**src/rtl/alu_ctrl_pkg.sv**
```systemverilog
// Shared definitions for the execute-stage ALU control unit:
// control codes, the NOP code and the multiply/divide sequencer states.
package alu_ctrl_pkg;

    localparam int CTRL_ADD    = 0;
    localparam int CTRL_SUB    = 1;
    localparam int CTRL_AND    = 2;
    localparam int CTRL_OR     = 3;
    localparam int CTRL_XOR    = 4;
    localparam int CTRL_SLT    = 5;
    localparam int CTRL_SLL    = 6;
    localparam int CTRL_SRL    = 7;
    localparam int CTRL_SRA    = 8;
    localparam int CTRL_SLTU   = 9;
    localparam int CTRL_MUL    = 16;
    localparam int CTRL_MULH   = 17;
    localparam int CTRL_MULHSU = 18;
    localparam int CTRL_MULHU  = 19;
    localparam int CTRL_DIV    = 20;
    localparam int CTRL_DIVU   = 21;
    localparam int CTRL_REM    = 22;
    localparam int CTRL_REMU   = 23;

    // -1 truncated to any control width yields the all-ones NOP code.
    localparam int CTRL_NOP    = -1;

    typedef enum logic [1:0] {
        ST_IDLE,
        ST_BUSY,
        ST_DONE
    } md_state_e;

endpackage

```
**src/rtl/alu_op_decode.sv**
```systemverilog
// Purely combinational ALU operation decode for RV32I with optional RV32M;
// flags multiply/divide ops and undecodable encodings.
module alu_op_decode
    import alu_ctrl_pkg::*;
#(
    parameter int CTRL_W = 5,
    parameter bit EN_M   = 1'b1
) (
    input  logic              opcode_5,
    input  logic [1:0]        alu_op,
    input  logic              funct7_5,
    input  logic              funct7_0,
    input  logic [2:0]        funct3,
    output logic [CTRL_W-1:0] ctrl,
    output logic              is_m,
    output logic              is_div,
    output logic              illegal
);

    // Illegal R-type encodings are caught before any decode so they always map to NOP.
    always_comb begin
        ctrl    = CTRL_W'(CTRL_NOP);
        is_m    = 1'b0;
        is_div  = 1'b0;
        illegal = 1'b0;
        case (alu_op)
            2'b00: ctrl = CTRL_W'(CTRL_ADD);
            2'b01: ctrl = CTRL_W'(CTRL_SUB);
            2'b10: begin
                if (opcode_5 && ((funct7_5 && funct3 != 3'b000 && funct3 != 3'b101) ||
                                 (funct7_0 && (EN_M == 1'b0)) ||
                                 (funct7_0 && funct7_5))) begin
                    illegal = 1'b1;
                end else if (opcode_5 && funct7_0 && (EN_M == 1'b1)) begin
                    ctrl   = CTRL_W'(CTRL_MUL) | CTRL_W'(funct3);
                    is_m   = 1'b1;
                    is_div = funct3[2];
                end else begin
                    case (funct3)
                        3'b000: ctrl = (opcode_5 && funct7_5) ? CTRL_W'(CTRL_SUB) : CTRL_W'(CTRL_ADD);
                        3'b001: ctrl = CTRL_W'(CTRL_SLL);
                        3'b010: ctrl = CTRL_W'(CTRL_SLT);
                        3'b011: ctrl = CTRL_W'(CTRL_SLTU);
                        3'b100: ctrl = CTRL_W'(CTRL_XOR);
                        3'b101: ctrl = funct7_5 ? CTRL_W'(CTRL_SRA) : CTRL_W'(CTRL_SRL);
                        3'b110: ctrl = CTRL_W'(CTRL_OR);
                        default: ctrl = CTRL_W'(CTRL_AND);
                    endcase
                end
            end
            default: ctrl = CTRL_W'(CTRL_NOP);
        endcase
    end

endmodule

```
**src/rtl/alu_control_seq.sv**
```systemverilog
// Execute-stage ALU control: combinational decode plus a sequencer that starts the
// iterative multiply/divide unit and stalls the pipeline for a fixed latency.
module alu_control_seq
    import alu_ctrl_pkg::*;
#(
    parameter int CTRL_W     = 5,
    parameter bit EN_M       = 1'b1,
    parameter int MUL_CYCLES = 2,
    parameter int DIV_CYCLES = 33
) (
    input  logic              i_Clk,
    input  logic              i_Rst_n,
    input  logic              i_Valid,
    input  logic              i_Flush,
    input  logic              i_OpCode_5,
    input  logic [1:0]        i_AluOp,
    input  logic              i_Function7_5,
    input  logic              i_Function7_0,
    input  logic [2:0]        i_Function3,
    output logic [CTRL_W-1:0] o_AluControl,
    output logic              o_MdStart,
    output logic              o_Stall,
    output logic              o_Done,
    output logic              o_Illegal
);

    localparam int MAX_CYCLES = (MUL_CYCLES > DIV_CYCLES) ? MUL_CYCLES : DIV_CYCLES;
    localparam int CNT_W      = $clog2(MAX_CYCLES + 1);
    localparam logic [CNT_W-1:0] MUL_LOAD = CNT_W'(MUL_CYCLES - 1);
    localparam logic [CNT_W-1:0] DIV_LOAD = CNT_W'(DIV_CYCLES - 1);

    logic [CTRL_W-1:0] dec_ctrl;
    logic              dec_is_m;
    logic              dec_is_div;
    logic              dec_illegal;

    md_state_e         state, state_next;
    logic [CNT_W-1:0]  cnt, cnt_next;
    logic [CTRL_W-1:0] code_q, code_next;

    alu_op_decode #(
        .CTRL_W (CTRL_W),
        .EN_M   (EN_M)
    ) u_decode (
        .opcode_5 (i_OpCode_5),
        .alu_op   (i_AluOp),
        .funct7_5 (i_Function7_5),
        .funct7_0 (i_Function7_0),
        .funct3   (i_Function3),
        .ctrl     (dec_ctrl),
        .is_m     (dec_is_m),
        .is_div   (dec_is_div),
        .illegal  (dec_illegal)
    );

    assign o_Illegal = i_Valid & dec_illegal;

    always_ff @(posedge i_Clk or negedge i_Rst_n) begin
        if (!i_Rst_n) begin
            state  <= ST_IDLE;
            cnt    <= '0;
            code_q <= CTRL_W'(CTRL_NOP);
        end else begin
            state  <= state_next;
            cnt    <= cnt_next;
            code_q <= code_next;
        end
    end

    // The counter is loaded with latency-1 so BUSY lasts exactly N cycles before DONE.
    always_comb begin
        state_next   = state;
        cnt_next     = cnt;
        code_next    = code_q;
        o_AluControl = dec_ctrl;
        o_MdStart    = 1'b0;
        o_Stall      = 1'b0;
        o_Done       = 1'b0;
        case (state)
            ST_IDLE: begin
                if (i_Valid && dec_is_m && !i_Flush) begin
                    o_MdStart  = 1'b1;
                    o_Stall    = 1'b1;
                    code_next  = dec_ctrl;
                    cnt_next   = dec_is_div ? DIV_LOAD : MUL_LOAD;
                    state_next = ST_BUSY;
                end
            end
            ST_BUSY: begin
                o_AluControl = code_q;
                o_Stall      = 1'b1;
                if (cnt == '0) begin
                    state_next = ST_DONE;
                end else begin
                    cnt_next = cnt - CNT_W'(1);
                end
            end
            ST_DONE: begin
                o_AluControl = code_q;
                o_Done       = 1'b1;
                state_next   = ST_IDLE;
            end
            default: state_next = ST_IDLE;
        endcase
        if (i_Flush) begin
            o_MdStart  = 1'b0;
            o_Stall    = 1'b0;
            o_Done     = 1'b0;
            state_next = ST_IDLE;
        end
    end

endmodule
```
**config.mk**
```make
export PLATFORM = sky130hd
export DESIGN_NAME = alu_control_seq
export DESIGN_NICKNAME = d
export VERILOG_FILES = /design/src/rtl/alu_ctrl_pkg.sv /design/src/rtl/alu_op_decode.sv /design/src/rtl/alu_control_seq.sv
export SDC_FILE = /design/constraint.sdc
export NUM_CORES = 1
export LEC_CHECK = 0
export CORE_MARGIN = 4
export CORE_UTILIZATION = 55
export CTS_CLUSTER_DIAMETER = 200
export CTS_CLUSTER_SIZE = 20
export DETAILED_ROUTE_END_ITERATION = 16
export PLACE_DENSITY = 0.83
export SYNTH_ARGS = -nofsm -noshare
export SYNTH_HDL_FRONTEND = slang
export SYNTH_HIERARCHICAL = 1
export SYNTH_SLANG_ARGS = --single-unit
```
**constraint.sdc**
```tcl
create_clock -name i_Clk -period 7.85 [get_ports i_Clk]
set_clock_uncertainty 0.1 [all_clocks]
set_input_delay 2.355 -clock i_Clk [delete_from_list [all_inputs] [get_ports i_Clk]]
set_output_delay 2.355 -clock i_Clk [all_outputs]
set_load 0.01 [all_outputs]
```
==> Word-level counts from Yosys, hierarchy flattened <==
Index checks and enable logic that the tools add are counted.
{ "totals": {"out_inout_bits": 9, "reg_bits": 13, "wordCells": 70, "input_bits": 12} }
{ "classes": {"n_mux": 30, "n_reduce_logical": 20, "add_sub_neg": 1, "eq_ne": 15, "bitwise": 1} }
{ "op_table": {"columns": ["op", "count"], "rows": [
  ["$pmux W5 S7", 1],
  ["$mux W6", 3],
  ["$mux W1", 15],
  ["$mux W5", 3],
  ["$pmux W5 S3", 1],
  ["$pmux W6 S2", 1],
  ["$eq A3 B3 Y1 const B", 3],
  ["$ne A3 B3 Y1 const B", 3],
  ["$logic_and A1 B1 Y1", 8],
  ["$eq A3 B2 Y1 const B", 2],
  ["$logic_not A6 Y1", 1],
  ["$mux W2", 3],
  ["$sub A6 B1 Y6 const B", 1],
  ["$eq A2 B1 Y1 const B", 2],
  ["$eq A2 B2 Y1 const B", 2],
  ["$logic_not A2 Y1", 2],
  ["$mux W4", 1],
  ["$ne A2 B2 Y1 const B", 2],
  ["$pmux W2 S2", 1],
  ["$reduce_and A2 Y1", 2],
  ["$eq A3 B1 Y1 const B", 1],
  ["$logic_not A3 Y1", 1],
  ["$reduce_and A3 Y1", 1],
  ["$reduce_bool A3 Y1", 1],
  ["other kinds (6)", 6]
]} }

==> Longest topological paths before layout <==
Gate-level depths: netlist of run 1.
{ "depth": {"ltp_word": 12, "ltp_mapped": 7, "depth_no_buf": 7} }

==> Modules after synthesis <==
Netlist of run 1, hierarchy kept.
{ "by_module_without_submodules": {"columns": ["module", "n_inst", "cells_per_inst", "area_per_inst_um2", "seq_area_each_um2"], "rows": [
  ["alu_control_seq", 1, 90, 873.3, 331.6],
  ["alu_op_decode", 1, 41, 257.7, 0.0]
]} }

==> Worst setup path after synthesis of run 1 <==
OpenSTA, ideal clock, no wires.
{ "synth_path": {"path_type": "input port to output port", "start": "input i_Function7_5", "end": "output o_MdStart", "arrival_time_ns": 3.368, "setup_slack_ns": 2.027, "path_buffers": 1, "stages": 4, "required_ns": 5.395, "path_cell_list": "buf_2 nor3_1 nand4b_4 inv_1"} }
{ "synth_via": {"elab_chain_cells": 11, "elab_cells_between_ends": 12} }
{ "synth_lines": {"columns": ["element", "line", "text"], "rows": [
  ["start, declared", "alu_control_seq.sv:17", "input logic i_Function7_5,"],
  ["$logic_and A1 B1 Y1 (2 in a row)", "alu_op_decode.sv:30", "if (opcode_5 && ((funct7_5 && funct3 != 3'b000 && funct3 != 3'b101) ||"],
  ["$logic_or A1 B1 Y1 (*)", "alu_op_decode.sv:31", "(funct7_0 && (EN_M == 1'b0)) ||"],
  ["$logic_and A1 B1 Y1 (*)", "alu_op_decode.sv:30", null],
  ["$mux W1 (*)", "alu_op_decode.sv:30", null],
  ["$mux W1 (*)", "alu_op_decode.sv:26", "case (alu_op)"],
  ["via dec_is_m", "alu_control_seq.sv:33", "logic dec_is_m;"],
  ["$logic_and A1 B1 Y1 (*) (2 in a row)", "alu_control_seq.sv:81", "if (i_Valid && dec_is_m && !i_Flush) begin"],
  ["$mux W1 (*)", "alu_control_seq.sv:81", null],
  ["$mux W1 (*)", "alu_control_seq.sv:79", "case (state)"],
  ["$mux W1 (*)", "alu_control_seq.sv:105", "if (i_Flush) begin"],
  ["end, declared", "alu_control_seq.sv:21", "output logic o_MdStart,"]
]} }
The timed path passes the listed nets; every way through them passes the cells marked *.

==> Final worst setup path of run 1 <==
{ "layout_path": {"start": "input i_OpCode_5", "end": "output o_MdStart"} }
{ "layout_via": {"elab_chain_cells": 9, "elab_cells_between_ends": 10} }
{ "layout_lines": {"columns": ["element", "line", "text"], "rows": [
  ["start, declared", "alu_control_seq.sv:15", "input logic i_OpCode_5,"],
  ["$logic_and A1 B1 Y1", "alu_op_decode.sv:34", "end else if (opcode_5 && funct7_0 && (EN_M == 1'b1)) begin"],
  ["$mux W1", "alu_op_decode.sv:34", null],
  ["$mux W1 (*)", "alu_op_decode.sv:30", null],
  ["$mux W1 (*)", "alu_op_decode.sv:26", null],
  ["via dec_is_m", "alu_control_seq.sv:33", null],
  ["$logic_and A1 B1 Y1 (*) (2 in a row)", "alu_control_seq.sv:81", null],
  ["$mux W1 (*)", "alu_control_seq.sv:81", null],
  ["$mux W1 (*)", "alu_control_seq.sv:79", null],
  ["$mux W1 (*)", "alu_control_seq.sv:105", null]
]} }
Marked as above.

==> metrics, run 1 <==
Setup Viol. Count Final=0; combinational power share=0.285; final hold slack=0.360 ns; hold path depth=2; Cell Rows=16; Leak=0.612 nW; P per Cell Area=129 nW/um2; Clock Pin Slew Worst Setup and Hold Paths=0.08 ns; DRC=0; max_cap viols=0; highest clock rate=141 MHz; initial antenna violation count=0; die width=53.4 um; share of cells above drive strength 1=0.140; CTS Buffer Depth=2; Die ar.=2850 um2; Ant. Diodes=0; Yosys top cell by area=dfrtp_1; RSZ-0062 raised after global routing=false; max_slew headroom=0.603; Critical Path AT=4.63 ns; Critical Path, Cell by Cell=clkdlybuf4s50_1 > nand2_1 > nor3_1 > nand4b_4 > inv_1 > clkdlybuf4s50_1; Syn Area/Cell=8.63 um2; Tot GR Track Use=0.210; number of setup buffers added after CTS=0; most frequent cell after synthesis=nand2_1; Switch Pwr=0.0544 mW; final wirelength=2540 um; hold endpoint=code_q[4]$_DFFE_PN1N_; placer congestion estimate=0.868; die height=53.4 um; switching share of power=0.310; Reg power frac=0.477; post-synthesis sequential area ratio=0.293; initial DRC count=27; FF-to-FF path depth=6; Critical Path Slowest Stage Cell=clkdlybuf4s50_1; Mapped Area=1130 um2; async set-reset flop share out of synthesis=1.00; IO buf count=20; worst r2r src=state[1]$_DFFE_PN0P_; kind of end point of the critical path=output pin; crit-path max FO=10; pre-CTS setup slack=0.780 ns; post-route cell area=1360 um2; DP Area=1340 um2; commonest register cell after synthesis=dfrtp_1; Tcrit/Tclk final=0.903; routed vias/inst=5.86; hold_buf cts=0; First-pass DRT Iterations=4; CTS Buf Count=3; Hold Startpoint=code_q[4]$_DFFE_PN1N_; Req. time, crit path=5.39 ns; r2r endpoint=cnt[2]$_DFFE_PN0P_; Post-Synthesis Cells=131; CTS H-tree depth=1; CP max stage delay=0.57 ns; Clk pwr share=0.238; final net count=169; Startpoint Class=primary input; Max VDD drop=125 uV; Final Hold Vio Count=0; Post-synth EDFFs=0; Core ar.=1960 um2; synth warn=6; CTS tree=yes; syn_nets=149; # resized after CTS=0; setup_tns=0 ns; Final WS setup=0.763 ns; Routed Antenna Nets=0; first-pass GRT wire length=4470 um; Worst Setup Path Type=in2out; P&R area growth vs syn=20.4%; Initial Utilization=0.577; Root Buffer=clkbuf_4; Final Max Slew Viols=0; Worst-Margin Slew=0.593 ns; clock sink count=13; Internal Pwr Total=0.121 mW; io pins=21; Worst Hold Class=reg2reg; via count=1038; fin crit period=7.09 ns; hpwl dp=1950 um; post-synthesis cell type count=44; Top cell by count, worst path=clkdlybuf4s50_1; synth top area cells=dfrtp_1, dfstp_2, nand2_1; routed length per placed instance=14.3 um; top-area cell type share of the netlist area=0.177; Remaining Overflow, GRT=0; outcome=finished clean; vias in the first global route=960; FF+latch count, synth=13; synth cell count leaders=nand2_1, a21oi_1, dfrtp_1, inv_1; pin count of the biggest net entering global routing=14; setup slack, reg-to-reg=5.79 ns; Worst-Skew Late Latency=0.28 ns
==> layer usage <==
layer / track usage / routed length (um)
met5: 0 / 0
met4: 0.0638 / 21
met3: 0.0366 / 114
met2: 0.337 / 1230
met1: 0.282 / 1170
==> cell type report <==
type	count	area (um2)
timing repair buffer	20	200
multi-input combinational	105	739
inverter	8	30.0
tap	27	33.8
clock buffer	4	26.3
sequential	13	332
fill	175	601
==> critical path: cells and delay by family <==
family	cells	cell delay (ns)
buf+inv	3	1.34
simple gates	3	0.93
==> cells by family (layout without fill, tap and decap cells) <==
kind of cell	Yosys count	in the layout	share of synthesized area
and+or+nand+nor	57	57	0.288
AOI/OAI and AO/OA	33	33	0.217
DFF	13	13	0.293
buffers and inverters	13	32	0.0531
muxes	7	7	0.0675
adders and majority gates	6	6	0.0664
xor gates and xnor gates	2	2	0.0155
==> power groups by stage <==
stage	registers [mW]	logic [mW]	clock network (mW)
final	0.0837	0.0499	0.0418
after global routing	0.0849	0.0558	0.0454
after CTS	0.0833	0.0499	0.0433
after detailed placement	0.0844	0.0497	0
after global placement	0.0842	0.0481	0
after floorplan	0.0825	0.0316	0
==> state kept, by name, summed over array words and instances, names as in the netlist <==
signal	cells
cnt	6
code_q	5
state	2
==> through the flow <==
stage / cells / power (mW) / utilization
3_5_place_dp: 173 / 0.134 / 0.680
4_1_cts: 177 / 0.177 / 0.694
5_1_grt: 177 / 0.186 / 0.694
6_report: 177 / 0.175 / 0.694
3_3_place_gp: 173 / 0.132 / 0.680
2_1_floorplan: 131 / 0.114 / -
==> worst max-delay path by stage <==
stage	depth (start not counted)	slack [ns]	end	from
after floorplan	4	2.03	o_MdStart	i_Function7_5
after detailed placement	6	0.78	o_MdStart	i_OpCode_5
after CTS	6	0.78	o_MdStart	i_OpCode_5
final	6	0.76	o_MdStart	i_OpCode_5
after global routing	6	0.61	o_MdStart	i_OpCode_5
after global placement	6	0.90	o_MdStart	i_OpCode_5
==> layout by cell type, fill, tap and decap left out, drive strengths merged, types with 2 or more instances in the layout <==
| cell type | count |
|---|---|
| nor3 | 4 |
| inv | 8 |
| o211ai | 2 |
| nand2 | 25 |
| mux2i | 2 |
| and2 | 4 |
| a32o | 2 |
| dfstp | 5 |
| a21o | 2 |
| clkdlybuf4s50 | 20 |
| ha | 6 |
| dfrtp | 8 |
| nor2b | 3 |
| nand2b | 2 |
| clkbuf | 4 |
| nor2 | 2 |
| a21oi | 8 |
| a31oi | 3 |
| nand3 | 3 |
| or3 | 3 |
| o21ai | 7 |
| nor3b | 4 |
| mux2 | 5 |
| o311ai | 2 |
No activity file was read; power rests on OpenSTA's default activity.
==> inputs of run 2 (changes only) <==
- CORE_ASPECT_RATIO: unset -> 1.1
==> metrics, run 2 (synthesis results as in run 1) <==
outcome=finished clean; CTS Buffer Depth=2 (unchanged); Tcrit/Tclk final=0.902 (about the same); Final Hold Vio Count=0 (unchanged); die height=55.6 um (+4.1%); Worst Setup Path Type=in2out; final wirelength=2690 um (+6.1%); Power, Total=0.177 mW (+0.64%); Clk pwr share=0.239 (about the same); placer congestion estimate=0.803 (-7.5%); most common cell after layout, fill and taps aside=nand2_1; kind of end point of the critical path=output pin; combinational power share=0.288 (+0.003); setup_tns=0 ns (unchanged); Critical Path, Cell by Cell=clkdlybuf4s50_1 > nand2_1 > nor3_1 > nand4b_4 > inv_1 > clkdlybuf4s50_1; Clock Pin Slew Worst Setup and Hold Paths=0.07 ns (about the same); DRC=0 (unchanged); Startpoint Class=primary input; Initial Utilization=0.608 (+0.0310); Largest register FFs=6 (unchanged); CTS tree=yes; crit-path max FO=10 (unchanged); Internal Pwr Total=0.121 mW (about the same); cell family with most CP delay=buffers and inverters; final net count=169 (unchanged); P per Cell Area=130 nW/um2 (+0.64%); IO buf count=20 (unchanged); hold_buf cts=0 (unchanged); Worst-Skew Late Latency=0.28 ns (about the same); Critical Path Slowest Stage Cell=clkdlybuf4s50_1; First-pass DRT Iterations=4 (unchanged); die width=51.2 um (-4.0%); Switch Pwr=0.0555 mW (+1.9%); first-pass GRT wire length=4530 um (+1.4%); RSZ-0062 raised after global routing=false; Max VDD drop=132 uV (+5.7%); clock sink count=13 (unchanged); number of setup buffers added after CTS=0 (unchanged); Setup Viol. Count Final=0 (unchanged); Worst-Margin Slew=0.583 ns (-0.0100 ns); Routed Antenna Nets=0 (unchanged); Final Max Slew Viols=0 (unchanged); Req. time, crit path=5.39 ns (about the same); area occupied by multi-input gates=739 um2 (unchanged); Cell Rows=16 (unchanged); fin crit period=7.08 ns (-0.00349 ns); Root Buffer=clkbuf_4; commonest cells after routing, fill and taps aside=nand2_1, clkdlybuf4s50_1, inv_1, a21oi_1, dfrtp_1; CTS Buf Count=3 (unchanged); vias in the first global route=1060 (+10%); P&R area growth vs syn=20.4% (unchanged); Die ar.=2850 um2 (about the same); Core ar.=1860 um2 (-5.1%); highest clock rate=141 MHz (about the same); routed vias/inst=6.02 (+2.6%); Tot GR Track Use=0.199 (-0.0105); share of cells above drive strength 1=0.140 (unchanged); Remaining Overflow, GRT=0 (unchanged); max_slew headroom=0.608 (+0.00494); via count=1065 (+2.6%); CTS H-tree depth=1 (unchanged); initial antenna violation count=0 (unchanged); CP max stage delay=0.57 ns (about the same); pin count of the biggest net entering global routing=14 (unchanged); Leak=0.612 nW (unchanged); Post-Route Utilization=0.731 (+0.0373); Worst Hold Class=reg2reg; largest registers=cnt (6), code_q (5), state (2); Top cell by count, worst path=clkdlybuf4s50_1; Most flops, register=cnt; io pins=21 (unchanged); # resized after CTS=0 (unchanged); hpwl dp=2050 um (+5.2%); Reg power frac=0.473 (-0.004); routed length per placed instance=15.2 um (+6.1%); worst path bufs/invs=3 (unchanged); Critical Path AT=4.63 ns (about the same); Reg area=332 um2 (unchanged); initial DRC count=37 (+37%); Ant. Diodes=0 (unchanged); switching share of power=0.314 (+0.00394); filler instances=153 (-13%); max_cap viols=0 (unchanged)
## run 2: area by class of cell
type / count / share of cell area
Timing Repair Buffer: 20 / 0.147
Inverter: 8 / 0.0221
Multi-Input combinational cell: 105 / 0.543
Clock buffer: 4 / 0.0193
Tap cell: 27 / 0.0248
Sequential cell: 13 / 0.244
## run 2: worst paths after layout
path | end | start | slack (ns) | cells after the start
max reg2reg | cnt[2]$_DFFE_PN0P_ | state[1]$_DFFE_PN0P_ | 5.76 | 6
min reg2reg | code_q[1]$_DFFE_PN1N_ | code_q[1]$_DFFE_PN1N_ | 0.37 | 2
max | o_MdStart | i_Function7_0 | 0.77 | 6
min | code_q[1]$_DFFE_PN1N_ | code_q[1]$_DFFE_PN1N_ | 0.37 | 2
min in group asynchronous | cnt[4]$_DFFE_PN0P_ | i_Rst_n | 2.32 | 1
max in group asynchronous | code_q[0]$_DFFE_PN1N_ | i_Rst_n | 4.94 | 1
## run 2: worst reg2reg max path, cell delays in order (launching register included)
cell,delay (ns)
dfrtp_1,0.39
inv_1,0.12
ha_1,0.44
nand2b_1,0.19
a22oi_4,0.36
o21ai_0,0.15
a32o_1,0.22
## run 2: power by group through the flow
stage / Combinational [mW] / Clock, mW / Sequential (mW)
6_report: 0.0508 / 0.0423 / 0.0834
5_1_grt: 0.0559 / 0.0461 / 0.0845
3_3_place_gp: 0.0488 / 0 / 0.0839
4_1_cts: 0.0507 / 0.0426 / 0.0834
3_5_place_dp: 0.0503 / 0 / 0.0846
2_1_floorplan: 0.0316 / 0 / 0.0825
## run 2: through the flow
stage          setup slack [ns]  hold WS, ns  cell area (um2)  std cells
3_5_place_dp              0.790        0.362             1340        173
4_1_cts                   0.782        0.372             1360        177
5_1_grt                   0.609        0.399             1360        177
3_3_place_gp              0.896        0.346             1340        173
2_1_floorplan              2.03        0.337             1130        131
6_report                  0.766        0.370             1360        177
## run 2: layer usage
layer | vias up | global-route usage | routed length (um)
met3 | 4 | 0.0591 | 146
met4 | 0 | 0.0599 | 23
li1 | 511 | - | -
met1 | 512 | 0.230 | 1170
met5 | - | 0 | 0
met2 | 38 | 0.346 | 1360
